$ cat config.mk
export PLATFORM = sky130hd
export DESIGN_NAME = calc_key_sequencer
export DESIGN_NICKNAME = d
export VERILOG_FILES = /design/src/rtl/calc_key_sequencer.sv
export SDC_FILE = /design/constraint.sdc
export NUM_CORES = 1
export LEC_CHECK = 0
export ABC_AREA = 1
export CORE_ASPECT_RATIO = 1.1
export CORE_MARGIN = 1.5
export CORE_UTILIZATION = 31
export CTS_CLUSTER_SIZE = 14
export DETAILED_ROUTE_END_ITERATION = 16
export GPL_TIMING_DRIVEN = 0
export MAX_ROUTING_LAYER = met4
export PLACE_DENSITY = 0.64
export SETUP_SLACK_MARGIN = 0.02
export SLEW_MARGIN = 20
export SYNTH_ARGS = -nofsm -noshare
export SYNTH_HDL_FRONTEND = slang
export SYNTH_SLANG_ARGS = --single-unit
$ cat constraint.sdc
create_clock -name clk -period 1.3 [get_ports clk]
set_input_delay 0.195 -clock clk [delete_from_list [all_inputs] [get_ports clk]]
set_output_delay 0.195 -clock clk [all_outputs]
set_load 0.01 [all_outputs]
$ cat src/rtl/calc_key_sequencer.sv
// Keypad calculator sequencer: turns accepted key codes into one-cycle datapath pulses.
// Optional overflow lock-out is enabled by defining CALC_OVF_LOCK_EN.
module calc_key_sequencer #(
  parameter int MAX_DIGITS = 4,
  parameter int CNT_W      = 3
) (
  input  logic       clk,
  input  logic       rst,
  input  logic [3:0] key,
  input  logic       key_valid,
  output logic       key_ready,
  output logic [3:0] digit,
  output logic       a_clr,
  output logic       a_shift,
  output logic       a_ld_alu,
  output logic       a_ld_mem,
  output logic       b_clr,
  output logic       b_shift,
  output logic       b_ld_mem,
  output logic       m_ld,
  output logic       alu_sub,
  output logic       disp_sel,
  output logic [1:0] phase,
  input  logic       alu_ovf
);

  typedef enum logic [2:0] {
    S_ENTER_A = 3'b000,
    S_OP      = 3'b001,
    S_ENTER_B = 3'b011,
    S_RESULT  = 3'b010,
`ifdef CALC_OVF_LOCK_EN
    S_ERR     = 3'b110,
`endif
    S_EXEC    = 3'b100
  } state_t;

  localparam logic [CNT_W-1:0] CNT_MAX = CNT_W'(MAX_DIGITS);

  localparam logic [3:0] K_CLR = 4'hA;
  localparam logic [3:0] K_ADD = 4'hB;
  localparam logic [3:0] K_SUB = 4'hC;
  localparam logic [3:0] K_EQ  = 4'hD;
  localparam logic [3:0] K_GETM = 4'hE;
  localparam logic [3:0] K_SETM = 4'hF;

  state_t           state_q, state_d;
  logic [CNT_W-1:0] cnt_q, cnt_d;
  logic             alu_sub_q, alu_sub_d;
  logic             pend_sub_q, pend_sub_d;
  logic             exec_op_q, exec_op_d;
  logic [3:0]       digit_q, digit_d;
  logic             a_clr_q, a_clr_d, a_shift_q, a_shift_d;
  logic             a_ld_alu_q, a_ld_alu_d, a_ld_mem_q, a_ld_mem_d;
  logic             b_clr_q, b_clr_d, b_shift_q, b_shift_d, b_ld_mem_q, b_ld_mem_d;
  logic             m_ld_q, m_ld_d;
  logic             disp_sel_q, disp_sel_d;
  logic [1:0]       phase_q, phase_d;
  logic             key_ready_q, key_ready_d;

  logic accept, is_digit, is_op, key_sub, can_shift;

  assign accept    = key_valid & key_ready_q;
  assign is_digit  = (key <= 4'd9);
  assign is_op     = (key == K_ADD) || (key == K_SUB);
  assign key_sub   = (key == K_SUB);
  assign can_shift = (cnt_q < CNT_MAX);

`ifndef CALC_OVF_LOCK_EN
  logic unused_alu_ovf;
  assign unused_alu_ovf = alu_ovf;
`endif

  always_ff @(posedge clk or posedge rst) begin
    if (rst) begin
      state_q     <= S_ENTER_A;
      cnt_q       <= '0;
      alu_sub_q   <= 1'b0;
      pend_sub_q  <= 1'b0;
      exec_op_q   <= 1'b0;
      digit_q     <= 4'd0;
      a_clr_q     <= 1'b0;
      a_shift_q   <= 1'b0;
      a_ld_alu_q  <= 1'b0;
      a_ld_mem_q  <= 1'b0;
      b_clr_q     <= 1'b0;
      b_shift_q   <= 1'b0;
      b_ld_mem_q  <= 1'b0;
      m_ld_q      <= 1'b0;
      disp_sel_q  <= 1'b0;
      phase_q     <= 2'b00;
      key_ready_q <= 1'b1;
    end else begin
      state_q     <= state_d;
      cnt_q       <= cnt_d;
      alu_sub_q   <= alu_sub_d;
      pend_sub_q  <= pend_sub_d;
      exec_op_q   <= exec_op_d;
      digit_q     <= digit_d;
      a_clr_q     <= a_clr_d;
      a_shift_q   <= a_shift_d;
      a_ld_alu_q  <= a_ld_alu_d;
      a_ld_mem_q  <= a_ld_mem_d;
      b_clr_q     <= b_clr_d;
      b_shift_q   <= b_shift_d;
      b_ld_mem_q  <= b_ld_mem_d;
      m_ld_q      <= m_ld_d;
      disp_sel_q  <= disp_sel_d;
      phase_q     <= phase_d;
      key_ready_q <= key_ready_d;
    end
  end

  // Next state: pend_sub/exec_op remember what to do once the EXEC cycle completes.
  always_comb begin
    state_d    = state_q;
    cnt_d      = cnt_q;
    alu_sub_d  = alu_sub_q;
    pend_sub_d = pend_sub_q;
    exec_op_d  = exec_op_q;
    if (state_q == S_EXEC) begin
`ifdef CALC_OVF_LOCK_EN
      if (alu_ovf) begin
        state_d = S_ERR;
      end else begin
        state_d = exec_op_q ? S_OP : S_RESULT;
      end
`else
      state_d = exec_op_q ? S_OP : S_RESULT;
`endif
      alu_sub_d = pend_sub_q;
      cnt_d     = '0;
    end else if (accept) begin
      if (key == K_CLR) begin
        state_d   = S_ENTER_A;
        cnt_d     = '0;
        alu_sub_d = 1'b0;
      end else begin
        case (state_q)
          S_ENTER_A: begin
            if (is_digit && can_shift) cnt_d = cnt_q + CNT_W'(1);
            else if (is_op) begin
              alu_sub_d = key_sub;
              state_d   = S_OP;
              cnt_d     = '0;
            end else if (key == K_GETM) cnt_d = CNT_MAX;
          end
          S_OP: begin
            if (is_digit) begin
              state_d = S_ENTER_B;
              cnt_d   = CNT_W'(1);
            end else if (is_op) alu_sub_d = key_sub;
            else if (key == K_GETM) begin
              state_d = S_ENTER_B;
              cnt_d   = CNT_MAX;
            end
          end
          S_ENTER_B: begin
            if (is_digit && can_shift) cnt_d = cnt_q + CNT_W'(1);
            else if (key == K_EQ) begin
              state_d    = S_EXEC;
              pend_sub_d = alu_sub_q;
              exec_op_d  = 1'b0;
            end else if (is_op) begin
              state_d    = S_EXEC;
              pend_sub_d = key_sub;
              exec_op_d  = 1'b1;
            end else if (key == K_GETM) cnt_d = CNT_MAX;
          end
          S_RESULT: begin
            if (is_digit) begin
              state_d = S_ENTER_A;
              cnt_d   = CNT_W'(1);
            end else if (is_op) begin
              alu_sub_d = key_sub;
              state_d   = S_OP;
              cnt_d     = '0;
            end else if (key == K_GETM) begin
              state_d = S_ENTER_A;
              cnt_d   = CNT_MAX;
            end else if (key == K_EQ) begin
              state_d    = S_EXEC;
              pend_sub_d = alu_sub_q;
              exec_op_d  = 1'b0;
            end
          end
          default: ;
        endcase
      end
    end
  end

  // Outputs: every pulse is registered, so it appears the cycle after the key is accepted.
  always_comb begin
    digit_d    = digit_q;
    disp_sel_d = disp_sel_q;
    a_clr_d    = 1'b0;
    a_shift_d  = 1'b0;
    a_ld_mem_d = 1'b0;
    b_clr_d    = 1'b0;
    b_shift_d  = 1'b0;
    b_ld_mem_d = 1'b0;
    m_ld_d     = 1'b0;
    if (state_q == S_EXEC) begin
      disp_sel_d = 1'b0;
    end else if (accept) begin
      if (key == K_CLR) begin
        a_clr_d    = 1'b1;
        b_clr_d    = 1'b1;
        disp_sel_d = 1'b0;
      end else begin
        case (state_q)
          S_ENTER_A: begin
            if (is_digit && can_shift) begin
              a_clr_d   = (cnt_q == '0);
              a_shift_d = 1'b1;
              digit_d   = key;
            end else if (key == K_GETM) a_ld_mem_d = 1'b1;
            else if (key == K_SETM) m_ld_d = 1'b1;
          end
          S_OP: begin
            if (is_digit) begin
              b_clr_d    = 1'b1;
              b_shift_d  = 1'b1;
              digit_d    = key;
              disp_sel_d = 1'b1;
            end else if (key == K_GETM) begin
              b_ld_mem_d = 1'b1;
              disp_sel_d = 1'b1;
            end
          end
          S_ENTER_B: begin
            if (is_digit && can_shift) begin
              b_shift_d = 1'b1;
              digit_d   = key;
            end else if (key == K_GETM) b_ld_mem_d = 1'b1;
          end
          S_RESULT: begin
            if (is_digit) begin
              a_clr_d   = 1'b1;
              a_shift_d = 1'b1;
              digit_d   = key;
            end else if (key == K_SETM) m_ld_d = 1'b1;
            else if (key == K_GETM) a_ld_mem_d = 1'b1;
          end
          default: ;
        endcase
      end
    end
    a_ld_alu_d  = (state_d == S_EXEC);
    key_ready_d = (state_d != S_EXEC);
    case (state_d)
      S_ENTER_A: phase_d = 2'b00;
      S_OP:      phase_d = 2'b01;
      S_ENTER_B: phase_d = 2'b11;
      S_RESULT:  phase_d = 2'b10;
`ifdef CALC_OVF_LOCK_EN
      S_ERR:     phase_d = 2'b10;
`endif
      default:   phase_d = phase_q;
    endcase
  end

  assign key_ready = key_ready_q;
  assign digit     = digit_q;
  assign a_clr     = a_clr_q;
  assign a_shift   = a_shift_q;
  assign a_ld_alu  = a_ld_alu_q;
  assign a_ld_mem  = a_ld_mem_q;
  assign b_clr     = b_clr_q;
  assign b_shift   = b_shift_q;
  assign b_ld_mem  = b_ld_mem_q;
  assign m_ld      = m_ld_q;
  assign alu_sub   = alu_sub_q;
  assign disp_sel  = disp_sel_q;
  assign phase     = phase_q;

endmodule

==> metrics.md <==
| Metric | Value |
|---|---|
| Num CTS Buffers | `3` |
| Main combinational cell family by area after synthesis | `simple AND/OR/NAND/NOR gates` |
| Final Setup Violations | `17` |
| Max Slew Vio Count | `0` |
| Post-Synth XOR/XNOR Area | `0` |
| Drc violations | `0` |
| Post-Syn Instances | `225` |
| Delay-heaviest family, CP | `simple AND/OR/NAND/NOR gates` |
| Clk network pwr share | `0.103` |
| Antenna violations before repair | `0` |
| Largest net degree at the start of global routing | `26` |
| Vias per cell | `slightly above 5` |
| Synth Area in Compound Gates | `0.0778` |
| First-pass GRT wire length | `7.77 mm` |
| GP Congestion | `0.932` |
| Diodes inserted | `0` |
| Fmax | `681 MHz` |
| CTS HTree Levels | `1` |
| Tmin final | `1.47 ns` |
| I/O Pins | `25` |
| Worst Path Required | `1.47 ns` |
| Synth top area cells | `dfrtp_1 (37%), nand2_1 (16%), inv_1 (6.2%)` |
| Area Growth Syn to Fin | `49.3%` |
| PD cells | `1920 nW/um^2` |
| Final period util | `1.13` |
| Logic pwr share | `0.634` |
| Initial DRT Pass Iterations | `4` |
| Power Internal | `0.00252 W` |
| Max Cap Viol | `0` |
| Vias in the first global route | `between 1.5k and 2k` |
| WP buf/inv | `2` |
| Sw frac | `0.464` |
| Sink Count | `25` |
| Layout cells sized above 1 | `0.378` |
| Die X | `72.4 um` |
| Worst-path clk slew | `0.09 ns` |
| Core Area | `5070 um^2` |
| DR iter-0 viols | `176` |
| CTS Hold Bufs | `0` |
| Worst hold path class | `in2async` |
| Violated checks | `negative setup slack` |
| DRT Wirelength | `~5 mm` |
| RSZ-0062 raised after global routing | `yes` |
| Post-synth top area share | `0.366` |
| Most frequent cells in the layout | `nand2_1 (60), dfrtp_1 (22), buf_4 (21)` |
| Final instance count without filler cells | `roughly 340` |
| Peak supply drop | `0.851 mV` |
| Clock buffer depth | `2` |
| Startpoint types | `flop` |
| Total number of vias | `about 1.7k` |
| Mapped cell area | `roughly 1600 um^2` |
| Syn_nets | `235` |
| Layout Utilization | `0.483` |
| Sw Pwr | `approximately 0.0022 W` |
| CP cell instances | `clkinv_4, nand2_8, inv_6, nand2_8, nor2_4, nor3_4, nand3_2, nand2_1, nand2_1` |
| Rel. slew slack | `0.393` |
| Endpoints failing hold | `0` |
| Starting Density | `0.324` |
| Clock root cell | `clkbuf_8` |
| Share of power burned in registers | `0.263` |
| Slew @ Worst Pin | `0.905 ns` |
| Worst skew pair latency | `roughly 0.28 ns` |
| Max FO, Critical Path | `5` |
| Tot GR Track Use | `0.177` |
| Post-Synth Adder-Cell Area | `0.0153` |
| YS warnings | `0` |
| Dpl cells | `306` |
| CP max stage cell | `dfrtp_2` |
| Worst EP arrival | `roughly 1.6 ns` |
| Die Y | `79.3 um` |
| Simple-gate share of the synthesized area | `0.425` |
| Overflow after GRT | `0` |
| Outcome | `finished, violations left` |
| Leak | `1.31 nW` |
| Critical path class | `reg2reg` |
| Flops & latches, synth | `25` |
| Syn avg cell area | `between 7 and 8 um^2` |
| Final WS setup | `-0.169 ns` |
| Most common cell after layout, fill and taps aside | `nand2_1` |
| Post-synthesis sequential area ratio | `0.382` |
| DP HPWL | `~3.1 mm` |
| Routed wire per std cell | `15.2 um` |
| Place WS | `-0.542 ns` |
| Std-Cell Rows | `27` |
| Layout net count | `289` |
| Yosys top cell by area | `dfrtp_1` |
| IO Port Bufs | `23` |
| Setup crit end kind | `flop` |
| Routed Antenna Nets | `0` |
| DIE AREA | `5740 um^2` |
| Clock skew | `0.00316 ns` |
| Slowest stage delay, CP | `about 0.45 ns` |
| Post-synthesis mux area share | `0.00686` |
| CTS tree | `yes` |
| Unique cell type count in the Yosys netlist | `30` |
[state kept, by name, indices dropped and copies added (netlist names)]
| register | cells |
|---|---|
| digit | 4 |
| cnt_q | 3 |
| state_q | 3 |
| phase | 2 |
| a_clr | 1 |
| a_ld_alu | 1 |
| a_ld_mem | 1 |
| a_shift | 1 |
| alu_sub | 1 |
| b_clr | 1 |
| b_ld_mem | 1 |
| b_shift | 1 |
| disp_sel | 1 |
| exec_op_q | 1 |
| key_ready | 1 |
| m_ld | 1 |
| pend_sub_q | 1 |
[layer usage]
metal,GRT usage,up-vias,part of all wire
li1,-,829,-
met5,-,-,0
met4,0.0472,0,0.018
met1,0.200,796,0.40
met3,0.0241,12,0.042
met2,0.326,70,0.54
[worst reg2reg max path: stages, from the launching register on]
cell and delay (ns):
dfrtp_2 0.45, clkinv_4 0.13, nand2_8 0.12, inv_6 0.05, nand2_8 0.08, nor2_4 0.05, nor3_4 0.24, nand3_2 0.12
nand2_1 0.08, nand2_1 0.05
[cells in the mapped netlist]
cell type	count
nand4_1	3
inv_2	9
o2111ai_1	1
inv_4	1
nand2_4	5
inv_1	27
o22ai_1	2
o21bai_1	1
o21ai_2	1
dfrtp_1	24
nor2_4	2
o21ai_1	5
ha_1	2
nand3_2	2
dfstp_2	1
a21oi_1	6
nand3_4	1
nor2_2	6
buf_6	1
a211oi_1	1
nor2_1	15
nand4_4	1
mux2_2	1
or2_0	1
nand2_2	12
nor3_2	1
nand3_1	20
a31oi_1	2
nand2_1	68
o21ai_0	3
[power by group through the flow]
stage	logic [W]	clock network (W)	registers, W
6_report	0.00298	0.000487	0.00124
5_1_grt	0.00322	0.000536	0.00127
4_1_cts	0.00253	0.000497	0.00121
3_5_place_dp	0.00205	0	0.00122
3_3_place_gp	0.00206	0	0.00122
2_1_floorplan	0.00136	0	0.00127
[area by class of cell]
class,count,area [um^2]
multi-input combinational,162,1080
clock buffer,3,41.3
tap,58,72.6
sequential,25,629
timing repair buffer,49,440
clock inverter,1,5.00
buffer,1,15.0
fill,461,2620
inverter,37,164
[cells by family after synthesis]
kind of cell,Yosys count
DFF,25
and+or+nand+nor,137
AOI/OAI and AO/OA,22
muxes,1
adders and majority gates,2
buffers and inverters,38
[worst paths after layout]
path | start | to | slack, ns | cells after the start
worst min register to register | digit[0] | digit[0] | 0.49 | 2
worst max register to register | state_q[2] | pend_sub_q | -0.17 | 9
worst min-delay path | rst | digit[3] | 0.31 | 2
max in group asynchronous | rst | state_q[2] | 0.54 | 2
worst max-delay path | state_q[2] | pend_sub_q | -0.17 | 9
min in group clk | key[1] | digit[1] | 0.44 | 3
[timing repair]
item / CTS / global route
pin swaps: 17 / 16
setup endpoints to repair: 37 / 22
gates resized for setup: 60 / 23
buffers inserted: 22 / 4
endpoints found under the hold margin: 0 / 0
[through the flow]
stage                     hold slack, ns  total power [W]  cell area (um^2)  TNS [ns]
after floorplan                    0.222          0.00263              1670    -0.137
after CTS                          0.430          0.00424              2320    -0.455
final                              0.307          0.00470              2450     -1.68
after global placement             0.459          0.00328              1970    -11.92
after detailed placement           0.472          0.00327              1970    -11.01
after global routing               0.370          0.00503              2450     -3.06
No activity file was read; power rests on OpenSTA's default activity.
